File: config.mk
export PLATFORM = sky130hd
export DESIGN_NAME = id_ex_hazard_controller
export DESIGN_NICKNAME = d
export VERILOG_FILES = /design/src/rtl/riscv_pkg.sv /design/src/rtl/hazard_reg_use_decode.sv /design/src/rtl/id_ex_hazard_controller.sv
export SDC_FILE = /design/constraint.sdc
export NUM_CORES = 1
export LEC_CHECK = 0
export BUFFER_PORTS_ARGS = -buffer_cell sky130_fd_sc_hd__clkbuf_2
export CORE_UTILIZATION = 40
export CTS_BUF_LIST = sky130_fd_sc_hd__clkbuf_8
export DETAILED_ROUTE_END_ITERATION = 10
export PLACE_DENSITY = 0.76
export SLEW_MARGIN = 40
export SYNTH_ARGS = -nofsm -noshare
export SYNTH_HDL_FRONTEND = slang
export SYNTH_SLANG_ARGS = --single-unit
File: constraint.sdc
create_clock -name clk -period 2.25 [get_ports clk]
set_input_delay 0.45 -clock clk [delete_from_list [all_inputs] [get_ports clk]]
set_output_delay 0.45 -clock clk [all_outputs]
set_load 0.01 [all_outputs]
File: src/rtl/riscv_pkg.sv
// rtl/riscv_pkg.sv - shared RISC-V opcode constants, field helpers and hazard FSM states
//
// Purpose: common definitions for pipeline control blocks.
// Contents: opcode constants, NOP encoding, hazard_state_t, and field helpers
//           that pull opcode / rd / rs1 / rs2 out of a 32-bit instruction.
package riscv_pkg;

    localparam logic [6:0] OP_LOAD   = 7'b0000011;
    localparam logic [6:0] OP_STORE  = 7'b0100011;
    localparam logic [6:0] OP_BRANCH = 7'b1100011;
    localparam logic [6:0] OP_R      = 7'b0110011;
    localparam logic [6:0] OP_LUI    = 7'b0110111;
    localparam logic [6:0] OP_AUIPC  = 7'b0010111;
    localparam logic [6:0] OP_JAL    = 7'b1101111;

    // addi x0, x0, 0
    localparam logic [31:0] NOP_INSTR = 32'h00000013;

    typedef enum logic {
        RUN        = 1'b0,
        LOAD_STALL = 1'b1
    } hazard_state_t;

    function automatic logic [6:0] instr_opcode(input logic [31:0] instr);
        return instr[6:0];
    endfunction

    function automatic logic [4:0] instr_rd(input logic [31:0] instr);
        return instr[11:7];
    endfunction

    function automatic logic [4:0] instr_rs1(input logic [31:0] instr);
        return instr[19:15];
    endfunction

    function automatic logic [4:0] instr_rs2(input logic [31:0] instr);
        return instr[24:20];
    endfunction

endpackage

File: src/rtl/hazard_reg_use_decode.sv
// rtl/hazard_reg_use_decode.sv - combinational source-register usage decode
//
// Purpose: tells whether an instruction actually reads rs1 and/or rs2, so that
//          hazard checks ignore register fields that are really immediates.
// Ports:
//   instruction  in  32  instruction word to classify
//   uses_rs1     out 1   instruction reads rs1 ([19:15])
//   uses_rs2     out 1   instruction reads rs2 ([24:20])
module hazard_reg_use_decode
    import riscv_pkg::*;
(
    input  logic [31:0] instruction,
    output logic        uses_rs1,
    output logic        uses_rs2
);

    logic [6:0] opcode;

    // Only the opcode decides register usage; the remaining fields are folded
    // into a sink so the port stays a full instruction word.
    logic unused_fields;

    assign opcode        = instr_opcode(instruction);
    assign unused_fields = ^instruction[31:7];

    always_comb begin
        uses_rs1 = 1'b1;
        uses_rs2 = 1'b0;
        case (opcode)
            OP_LUI, OP_AUIPC, OP_JAL: uses_rs1 = 1'b0;
            default:                  uses_rs1 = 1'b1;
        endcase
        case (opcode)
            OP_R, OP_STORE, OP_BRANCH: uses_rs2 = 1'b1;
            default:                   uses_rs2 = 1'b0;
        endcase
    end

endmodule

File: src/rtl/id_ex_hazard_controller.sv
// rtl/id_ex_hazard_controller.sv - load-use stall and branch flush control at the ID/EX boundary
//
// Purpose: detects load-use hazards between IF/ID and a load in ID/EX, holds PC
//          and IF/ID while bubbling ID/EX for STALL_CYCLES cycles, flushes on a
//          taken branch/jump resolved in EX, and keeps saturating statistics.
// Parameters:
//   STALL_CYCLES  cycles ID is held per load-use hazard (1..3)
//   CNT_W         width of the statistics counters
// Ports:
//   clk              in  1      core clock
//   rst_n            in  1      asynchronous active-low reset
//   id_instruction   in  32     IF/ID instruction
//   ex_instruction   in  32     ID/EX instruction
//   ex_valid         in  1      ID/EX holds a real instruction
//   branch_taken_ex  in  1      EX redirects the PC
//   pc_write         out 1      PC update enable
//   if_id_write      out 1      IF/ID load enable
//   if_id_flush      out 1      IF/ID loads NOP
//   id_ex_bubble     out 1      ID/EX loads NOP, ex_valid cleared
//   stalling         out 1      FSM is in LOAD_STALL
//   stall_cycles     out CNT_W  saturating count of cycles with pc_write=0
//   flush_events     out CNT_W  saturating count of branch flushes
module id_ex_hazard_controller
    import riscv_pkg::*;
#(
    parameter int STALL_CYCLES = 1,
    parameter int CNT_W        = 16
)
(
    input  logic             clk,
    input  logic             rst_n,
    input  logic [31:0]      id_instruction,
    input  logic [31:0]      ex_instruction,
    input  logic             ex_valid,
    input  logic             branch_taken_ex,
    output logic             pc_write,
    output logic             if_id_write,
    output logic             if_id_flush,
    output logic             id_ex_bubble,
    output logic             stalling,
    output logic [CNT_W-1:0] stall_cycles,
    output logic [CNT_W-1:0] flush_events
);

    // Cycles still owed after the first (Mealy) stall cycle.
    localparam logic [1:0] REM_INIT = 2'(STALL_CYCLES - 1);

    hazard_state_t state, state_next;
    logic [1:0]    rem, rem_next;

    logic       id_uses_rs1;
    logic       id_uses_rs2;
    logic [4:0] ex_rd;
    logic       ex_is_load;
    logic       rs1_match;
    logic       rs2_match;
    logic       hazard;

    // Only opcode and rd of the EX instruction matter here.
    logic unused_ex_fields;
    assign unused_ex_fields = ^ex_instruction[31:12];

    hazard_reg_use_decode u_id_decode (
        .instruction (id_instruction),
        .uses_rs1    (id_uses_rs1),
        .uses_rs2    (id_uses_rs2)
    );

    assign ex_rd      = instr_rd(ex_instruction);
    assign ex_is_load = ex_valid
                        && (instr_opcode(ex_instruction) == OP_LOAD)
                        && (ex_rd != 5'd0);
    assign rs1_match  = id_uses_rs1 && (instr_rs1(id_instruction) == ex_rd);
    assign rs2_match  = id_uses_rs2 && (instr_rs2(id_instruction) == ex_rd);
    assign hazard     = ex_is_load && (rs1_match || rs2_match);

    always_ff @(posedge clk or negedge rst_n) begin
        if (!rst_n) begin
            state <= RUN;
            rem   <= 2'd0;
        end else begin
            state <= state_next;
            rem   <= rem_next;
        end
    end

    always_comb begin
        state_next   = state;
        rem_next     = rem;
        pc_write     = 1'b1;
        if_id_write  = 1'b1;
        if_id_flush  = 1'b0;
        id_ex_bubble = 1'b0;

        if (branch_taken_ex) begin
            // A redirect makes both younger instructions dead, so it overrides
            // any pending stall and the FSM restarts clean.
            if_id_flush  = 1'b1;
            id_ex_bubble = 1'b1;
            state_next   = RUN;
            rem_next     = 2'd0;
        end else begin
            case (state)
                RUN: begin
                    if (hazard) begin
                        pc_write     = 1'b0;
                        if_id_write  = 1'b0;
                        id_ex_bubble = 1'b1;
                        if (STALL_CYCLES > 1) begin
                            state_next = LOAD_STALL;
                            rem_next   = REM_INIT;
                        end
                    end
                end
                LOAD_STALL: begin
                    // Stall unconditionally; the load is already past EX so the
                    // hazard inputs no longer describe it.
                    pc_write     = 1'b0;
                    if_id_write  = 1'b0;
                    id_ex_bubble = 1'b1;
                    if (rem == 2'd1) begin
                        state_next = RUN;
                        rem_next   = 2'd0;
                    end else begin
                        rem_next   = rem - 2'd1;
                    end
                end
                default: begin
                    state_next = RUN;
                    rem_next   = 2'd0;
                end
            endcase
        end
    end

    assign stalling = (state == LOAD_STALL);

    always_ff @(posedge clk or negedge rst_n) begin
        if (!rst_n) begin
            stall_cycles <= '0;
            flush_events <= '0;
        end else begin
            if (!pc_write && (stall_cycles != {CNT_W{1'b1}})) begin
                stall_cycles <= stall_cycles + CNT_W'(1);
            end
            if (branch_taken_ex && (flush_events != {CNT_W{1'b1}})) begin
                flush_events <= flush_events + CNT_W'(1);
            end
        end
    end

endmodule

==> flow_metrics.tcl, run 1 <==
set metrics [dict create \
    hold_class "primary input to asynchronous set/reset pin" \
    cts.sinks 35 \
    ant_nets 0 \
    p_switching_w 0.000432 \
    die_height_microns 71.4 \
    leakage_nw 1.28 \
    ys_ff_latch 35 \
    max_stage_delay_ns 0.52 \
    final_cells 323 \
    vias 1672 \
    crit_required_ns 1.80 \
    p_int_w 0.00109 \
    floorplan.initialDensity_pct 42.8 \
    drt_first_pass_iters 4 \
    ctsHoldBuffers 0 \
    combinationalPowerShare_pct 17.2 \
    cp_cell_sequence "clkbuf_2, or4_1, o211ai_1, a21oi_1, or3_1, clkbuf_2" \
    crit_family "simple AND/OR/NAND/NOR gates" \
    path_buf_inv 2 \
    cp_common_cell "clkbuf_2" \
    synth_top_area_cell "dfrtp_1" \
    synthTopCellsByArea "dfrtp_1 (45%), xnor2_1 (11%), xor2_1 (6.4%)" \
    arrival_ns 1.83 \
    port_buffers 69 \
    synth_edf_count 0 \
    dpl_cell_area_sq_mm 0.00240 \
    p_clk_share_pct 32.6 \
    drtIter0Drc 62 \
    crit_path_top_delay_cell "or4_1" \
    setup_viol 1 \
    max_freq_ghz 0.438 \
    wl_microns 4100 \
    max_slew_margin_pct 60.4 \
    p_sw_share_pct 28.5 \
    layout_min_cycle_time_ns 2.28 \
    dieArea_sq_mm 0.00510 \
    n_antenna_cell 0 \
    root_buffer "clkbuf_8" \
    clkTransAtPathRegs_ns 0.07 \
    syn2layout_area_growth_pct 30.4 \
    slew_violations 0 \
    io_pins 105 \
    fin_area_sq_mm 0.00251 \
    final_layout_size_suffix_gt1_share_pct 35.8 \
    dpl.hpwl_microns 3180 \
    grt_overflow 0 \
    cts_buffer_depth 2 \
    fin_ws_ns -0.0331 \
    grt_max_degree 24 \
    status "finished, violations left" \
    crit_type "primary input to primary output" \
    clock_skew_ns 0.00220 \
    synth_flop_cell "dfrtp_1" \
    cts_max_level 2 \
    core_area_sq_mm 0.00450 \
    drv_cap 0 \
    violations "setup timing" \
    viasPerCell 5.18 \
    synth_warnings 0 \
    mappedNetlistArea_sq_mm 0.00193 \
    drc_errors 0 \
    syn_nets 259 \
    peakVddDrop_mv 0.378 \
    wl_per_cell_microns 12.7 \
    grt_pass1_vias 1670 \
    dp_cells 315 \
    startpoint_type "primary input" \
    gp_congestion 0.789 \
    final_nets 341 \
    timing.final.crit_share_pct 101 \
    fin_hold_ws_ns 0.154 \
    cp_max_fo 3 \
    synth_cells 188 \
    power_density_mw_per_mm2 604 \
    grt_use_total_pct 17.9 \
    antenna_found_initial 0 \
    clk_latency_ns 0.28 \
    grt_pass1_wl_microns 7130 \
    cts_tree "built" \
    pre_cts_slack_ns -0.0663 \
    die-width_microns 71.4 \
    rsz0062_at_grt "true" \
    seqPwrFrac_pct 50.2 \
    avgSynthCellArea_sq_um 10.3 \
    ys_types 39 \
    numCtsBuffers 5 \
    rows 24 \
    synth_seq_area_share_pct 45.4 \
    synthArstFlopShare_pct 100 \
    tightest_slew_ns 0.594 \
    crit_path_end_kind "primary output" \
    synth.top_cell.area_share_pct 45.4 \
    finalHoldViolations 0 \
]
[metrics by stage]
stage / setup TNS (ns) / utilization [%] / power [W]
after floorplan: 0 / - / 0.000894
after global placement: -0.182 / 53.3 / 0.00102
after detailed placement: -0.165 / 53.3 / 0.00103
after CTS: -0.0349 / 55.3 / 0.00153
after global routing: -0.228 / 55.8 / 0.00159
final: -0.0331 / 55.8 / 0.00152
[cell families (layout without fill, tap and decap cells)]
group	count (synthesis)	count (layout)	synth area share, %
AO/OA/AOI/OAI	9	9	4.28
XOR/XNOR	39	39	17.7
adder cells (fa/ha/maj)	3	3	1.95
buffers and inverters	9	92	2.53
flip-flops	35	35	45.4
multiplexers	3	3	1.88
AND/OR/NAND/NOR	90	90	26.2
[layout by cell type, fill, tap and decap left out, types with 3 or more instances in the layout]
master and n:
and3_1 5, and4_1 5, buf_4 11, buf_6 4
clkbuf_2 65, clkbuf_8 7, dfrtp_1 35, ha_1 3
inv_1 4, nand2_1 24, nand3_1 15, nand4_1 5
nor2_1 12, nor3_1 6, xnor2_1 25, xor2_1 14
[routing by layer]
metal	part of all wire, %	global-route usage (%)
met1	45	21.0
met5	0	0
met3	4.0	4.36
met2	49	31.4
met4	1.5	7.33
[final timing paths]
| check | cells after the start | start | slack, ns | endpoint |
|---|---|---|---|---|
| setup / recovery | 6 | ex_instruction[8] | -0.03 | id_ex_bubble |
| hold / removal | 1 | rst_n | 0.15 | stall_cycles[14] |
| setup reg to reg | 7 | stall_cycles[0] | 0.34 | stall_cycles[1] |
| hold reg to reg | 1 | flush_events[9] | 0.49 | flush_events[9] |
| max in group asynchronous | 2 | rst_n | 1.56 | flush_events[13] |
| min in group clk | 1 | flush_events[9] | 0.49 | flush_events[9] |
[synthesized netlist by cell type (2+ instances only)]
cell and instances:
dfrtp_1 35, xnor2_1 25, nand2_1 24, nand3_1 15
xor2_1 14, nor2_1 12, nor3_1 6, and3_1 5
and4_1 5, nand4_1 5, inv_1 4, ha_1 3
a21oi_1 2, a31oi_1 2, and2_1 2, and3_2 2
buf_4 2, clkbuf_1 2, nand3b_1 2, nor4_1 2
[sequential cells by signal (all words and copies together), names as in the netlist]
register      count
rem               2
stall_cycles     16
flush_events     16
stalling          1
[power groups by stage]
stage | logic, W | clock network, W | registers [W]
2_1_floorplan | 0.000110 | 0 | 0.000785
6_report | 0.000261 | 0.000495 | 0.000763
4_1_cts | 0.000263 | 0.000507 | 0.000762
5_1_grt | 0.000291 | 0.000531 | 0.000771
3_5_place_dp | 0.000263 | 0 | 0.000771
3_3_place_gp | 0.000252 | 0 | 0.000771
[what timing repair did]
action	CTS	global route
buffers inserted	1	0
resized for setup	0	8
setup endpoints to repair	3	3
pin swaps	2	1
[final cells by class]
| cell class | instances | area (sq um) |
|---|---|---|
| clock buffers | 7 | 96.3 |
| clock inverters | 1 | 3.75 |
| fillers | 402 | 1990 |
| inverters | 4 | 17.5 |
| multi-input cells | 144 | 1000 |
| flip-flops and latches | 35 | 876 |
| well taps | 52 | 65.1 |
| repair buffers | 80 | 453 |
(Power assumes the default switching activity.)
==> inputs of run 2 (changes only) <==
==> constraint.sdc (replaced) <==
create_clock -name clk -period 2.25 [get_ports clk]
set_input_delay 0.1125 -clock clk [delete_from_list [all_inputs] [get_ports clk]]
set_output_delay 0.1125 -clock clk [all_outputs]
set_load 0.01 [all_outputs]
==> run 2 against run 1 <==
The run now ends clean. Register-to-register slack about the same. Via count shrank 2.1%. Largest cell class unchanged. Routed wire length is 5.4% lower. Count of clock-buffer cells in the layout shrank 2. Final cell count down 1.9%. Sequential share of layout area rose by 1.2 points. Setup slack improved by 0.29 ns.
==> flow_metrics.tcl, run 2 (synthesized netlist as in run 1, its figures left out) <==
set metrics [dict create \
    status "complete, no violations" \
    dpl.hpwl_microns 3030 \
    drc_errors 0 \
    rsz0062_at_grt "false" \
    startpoint "id_instruction[3]" \
    drv_cap 0 \
    vias 1637 \
    fin_ws_ns 0.253 \
    cts_buffer_depth 2 \
    worstReg2RegStart "stall_cycles[0]" \
    grt_pass1_wl_microns 6800 \
    die-width_microns 71.4 \
    power_density_mw_per_mm2 587 \
    dieArea_sq_mm 0.00510 \
    numCtsBuffers 5 \
    drtIter0Drc 54 \
    wl_microns 3880 \
    ant_nets 0 \
    crit_path_top_delay_cell "a221oi_4" \
    clkTransAtPathRegs_ns 0.06 \
    layout_common_cells "clkbuf_2 (68), dfrtp_1 (35), xnor2_1 (25)" \
    path_buf_inv 4 \
    peakVddDrop_mv 0.280 \
    clock_skew_ns 0.00680 \
    tightest_slew_ns 0.512 \
    antenna_found_initial 0 \
    post_cts_resized 0 \
    grt_max_degree 36 \
    crit_required_ns 2.14 \
    hold_start "branch_taken_ex" \
    die_height_microns 71.4 \
    arrival_ns 1.88 \
    startpoint_type "primary input" \
    layout_min_cycle_time_ns 2.00 \
    finalHoldViolations 0 \
    crit_path_end_kind "primary output" \
    final_cells 317 \
    grt_overflow 0 \
    viasPerCell 5.16 \
    drt_first_pass_iters 4 \
    grt_pass1_vias 1551 \
    cts_tree "built" \
    port_buffers 69 \
    dp_cells 308 \
    root_buffer "clkbuf_8" \
    timing.final.crit_share_pct 88.8 \
    grt_use_total_pct 16.8 \
    pre_cts_slack_ns 0.127 \
    leakage_nw 1.24 \
    clk_latency_ns 0.28 \
    cp_common_cell "clkbuf_2" \
    max_slew_margin_pct 65.9 \
    floorplan.initialDensity_pct 42.8 \
    max_freq_ghz 0.501 \
    core_area_sq_mm 0.00450 \
    hold_class "primary input to register" \
    final_common_cell "clkbuf_2" \
    cts.sinks 35 \
    rows 24 \
    io_pins 105 \
    cp_cell_sequence "clkbuf_2, or3b_4, nor4_4, a21oi_2, a221oi_4, buf_4, inv_1, clkbuf_2" \
    cts_max_level 2 \
    setup_tns_ns 0 \
    cp_max_fo 9 \
    final_layout_size_suffix_gt1_share_pct 33.2 \
    max_stage_delay_ns 0.49 \
    gp_congestion 0.793 \
    syn2layout_area_growth_pct 26.0 \
    crit_family "simple AND/OR/NAND/NOR gates" \
    crit_type "primary input to primary output" \
    setup_viol 0 \
    wl_per_cell_microns 12.2 \
    cts_setup_buffers 0 \
    n_antenna_cell 0 \
    largestRegisters "flush_events (16), stall_cycles (16), rem (2)" \
    slew_violations 0 \
    final_nets 335 \
]
==> run 2: changes by cell type in the layout (fill, tap and decap cells not counted) <==
cell / before / now
clkbuf_2: 65 / 68
clkbuf_4: 0 / 1
buf_6: 4 / 0
inv_4: 1 / 0
clkbuf_8: 7 / 5
buf_4: 11 / 4
clkinv_2: 0 / 1
inv_1: 4 / 6
dlygate4sd3_1: 0 / 1
==> run 2: worst paths after layout <==
path | endpoint | slack [ns] | depth (start not counted)
hold reg to reg | stall_cycles[15] | 0.49 | 1
setup reg to reg | stall_cycles[1] | 0.33 | 7
hold / removal | rem[0] | 0.17 | 2
setup / recovery | pc_write | 0.25 | 8
max in group asynchronous | stall_cycles[1] | 1.56 | 2
min in group asynchronous | flush_events[11] | 0.36 | 2
==> run 2: worst register-to-register path, delay by kind of cell, from the launching register on <==
kind                     cells  cell delay [ns]
flip-flops                   1             0.41
buffers and inverters        1             0.20
multiplexers                 1             0.32
adder cells (fa/ha/maj)      1             0.22
AND/OR/NAND/NOR              4             0.66
==> run 2: cell type report <==
cell class	instances	area, sq um
Fill cell	423	2080
Multi-Input combinational cell	144	1000
Sequential cell	35	876
Timing Repair Buffer	74	388
Clock buffer	5	68.8
Tap cell	52	65.1
Inverter	4	15.0
Clock inverter	3	12.5
==> run 2: per-stage QoR <==
stage | area (sq um) | hold slack, ns | total power [W] | util, %
6_report | 2430 | 0.166 | 0.00143 | 53.9
5_1_grt | 2430 | 0.174 | 0.00151 | 53.9
2_1_floorplan | 1930 | -0.183 | 0.000894 | -
4_1_cts | 2430 | 0.157 | 0.00145 | 53.9
3_3_place_gp | 2330 | 0.269 | 0.00102 | 51.8
3_5_place_dp | 2340 | 0.129 | 0.00102 | 51.9
==> run 2: repair_timing <==
item | 4_1_cts | 5_1_grt
setup endpoints to repair | 0 | 0
hold buffers | 1 | 0
hold endpoints to repair | 35 | 0
==> run 2: power breakdown <==
group          switching [W]  total, W  internal, W
Sequential         0.0000774  0.000762     0.000684
Clock               0.000208  0.000416     0.000208
Combinational       0.000128  0.000249     0.000121
==> run 2: metal layers <==
| metal | GRT usage [%] | share of wire (%) | up-vias |
|---|---|---|---|
| met1 | 20.6 | 45 | 782 |
| li1 | - | - | 812 |
| met3 | 4.64 | 4.3 | 5 |
| met5 | 0 | 0 | - |
| met4 | 5.78 | 0.75 | 0 |
| met2 | 28.6 | 50 | 38 |
==> inputs of run 3 (changes only) <==
--- a/config.mk
+++ b/config.mk
@@ -6,10 +6,10 @@
 export NUM_CORES = 1
 export LEC_CHECK = 0
 export BUFFER_PORTS_ARGS = -buffer_cell sky130_fd_sc_hd__clkbuf_2
-export CORE_UTILIZATION = 40
+export CORE_UTILIZATION = 42
 export CTS_BUF_LIST = sky130_fd_sc_hd__clkbuf_8
 export DETAILED_ROUTE_END_ITERATION = 10
-export PLACE_DENSITY = 0.76
+export PLACE_DENSITY = 0.79
 export SLEW_MARGIN = 40
 export SYNTH_ARGS = -nofsm -noshare
 export SYNTH_HDL_FRONTEND = slang
==> run 3 against run 2 <==
Flip-flop and latch count stayed put. Routed wire length is 1.3% higher. Hold slack worse by 0.027 ns. First-iteration DRC count is 13% lower. Critical path type is now register to register. Highest routed layer unchanged. Sequential share of layout area is 0.056 points lower. Final cell count is 0.95% lower. Clock power is 8.9% higher. Core utilization is 1.6 points higher. Register-to-register slack better by 0.02 ns.
==> flow_metrics.tcl, run 3 (synthesized netlist as in run 1, its figures left out) <==
set metrics [dict create \
    slew_violations 0 \
    cts_buffer_depth 2 \
    worstReg2RegStart "stall_cycles[0]" \
    hold_depth 2 \
    layout_common_cells "clkbuf_2 (68), dfrtp_1 (35), xnor2_1 (25)" \
    vias 1616 \
    crit_type "register to register" \
    grt_overflow 0 \
    root_buffer "clkbuf_8" \
    wl_microns 3920 \
    startpoint_type "register" \
    die_height_microns 69.8 \
    cts.sinks 35 \
    antenna_found_initial 0 \
    crit_required_ns 2.42 \
    largestRegisters "flush_events (16), stall_cycles (16), rem (2)" \
    final_layout_size_suffix_gt1_share_pct 33.2 \
    layout_min_cycle_time_ns 1.90 \
    finalHoldViolations 0 \
    cp_max_fo 4 \
    die-width_microns 69.8 \
    max_slew_margin_pct 64.8 \
    seqPwrFrac_pct 52.1 \
    p_clk_share_pct 30.9 \
    ctsHoldBuffers 1 \
    port_buffers 69 \
    numCtsBuffers 5 \
    drv_cap 0 \
    crit_path_top_delay_cell "nor3_1" \
    dieArea_sq_mm 0.00487 \
    tightest_slew_ns 0.524 \
    p_sw_share_pct 28.7 \
    final_nets 333 \
    power_density_mw_per_mm2 602 \
    clk_latency_ns 0.29 \
    cts_max_level 2 \
    r2r_slack_ns 0.35 \
    drc_errors 0 \
    startpoint "stall_cycles[0]" \
    ant_nets 0 \
    hold_start "branch_taken_ex" \
    n_antenna_cell 0 \
    setup_viol 0 \
    p_int_w 0.00104 \
    multi_input_area_sq_mm 0.00100 \
    viasPerCell 5.15 \
    peakVddDrop_mv 0.361 \
    gp_congestion 0.779 \
    r2r_cells 7 \
    drtIter0Drc 47 \
    combinationalPowerShare_pct 17.0 \
    rows 24 \
    cp_common_cell "nor3_1" \
    hold_class "primary input to register" \
    cts_setup_buffers 0 \
    drt_first_pass_iters 4 \
    timing.final.crit_share_pct 84.4 \
    p_switching_w 0.000420 \
    dpl.hpwl_microns 2960 \
    cts_tree "built" \
    setup_tns_ns 0 \
    num-fill-cells 401 \
    arrival_ns 2.07 \
    max_stage_delay_ns 0.46 \
    wl_per_cell_microns 12.5 \
    grt_pass1_wl_microns 6880 \
    endpoint "stall_cycles[15]" \
    fin_ws_ns 0.352 \
    floorplan.initialDensity_pct 44.0 \
    leakage_nw 1.23 \
    worstReg2RegEnd "stall_cycles[15]" \
    grt_pass1_vias 1596 \
    grt_max_degree 36 \
    clkTransAtPathRegs_ns 0.07 \
    grt_use_total_pct 17.8 \
    io_pins 105 \
    pre_cts_slack_ns 0.222 \
    cp_cell_sequence "ha_1, and4_1, nand2_1, nor3_1, nor3_1, nand4_1, xnor2_1" \
    status "complete, no violations" \
    core_area_sq_mm 0.00438 \
    rsz0062_at_grt "false" \
    clock_skew_ns 0.00446 \
    final_common_cell "clkbuf_2" \
    register_area_sq_um 876 \
    max_freq_ghz 0.527 \
    syn2layout_area_growth_pct 26.2 \
    post_cts_resized 0 \
    crit_path_end_kind "register" \
]
## run 3: cell count changes in the layout (fill, tap and decap cells not counted), sizes merged
cell and delta:
buf -2, inv -2, clkbuf +1
## run 3: through the flow
step	power [W]	hold slack, ns	utilization [%]	area [sq um]	std cells
6_report	0.00147	0.139	55.5	2430	314
5_1_grt	0.00154	0.165	55.5	2430	314
4_1_cts	0.00149	0.147	55.5	2430	314
3_5_place_dp	0.00103	0.129	53.3	2330	306
3_3_place_gp	0.00102	0.267	53.2	2330	306
2_1_floorplan	0.000894	-0.183	-	1930	188
## run 3: how the worst min path moves through the flow
stage                                   to  slack (ns)
final                               rem[0]        0.14
after global routing                rem[0]        0.17
after CTS                           rem[0]        0.15
after detailed placement  flush_events[12]        0.13
after global placement    flush_events[14]        0.27
after floorplan            flush_events[0]       -0.18
## run 3: metal layers
layer,up-vias,wire [microns],GRT usage (%)
met3,7,156,4.65
met1,773,1660,19.9
li1,802,-,-
met4,0,59,7.56
met5,-,0,0
met2,34,2040,31.8
## run 3: critical path: cells and delay by family, from the launching register on
kind                     cells  cell delay, ns
adder cells (fa/ha/maj)      1            0.24
flip-flops                   1            0.42
XOR/XNOR                     1            0.16
AND/OR/NAND/NOR              5            0.97
## run 3: area by class of cell
type                    instances  share of cell area [%]
clock inverters                 1                   0.206
repair buffers                 72                    15.8
clock buffers                   6                    3.40
multi-input cells             144                    41.3
inverters                       4                   0.617
flip-flops and latches         35                    36.0
well taps                      52                    2.67
## run 3: power groups by stage
stage	registers, W	logic (W)	clock network, W
after global routing	0.000776	0.000282	0.000486
after detailed placement	0.000778	0.000253	0
final	0.000763	0.000249	0.000453
after global placement	0.000774	0.000242	0
after floorplan	0.000785	0.000109	0
after CTS	0.000766	0.000255	0.000467
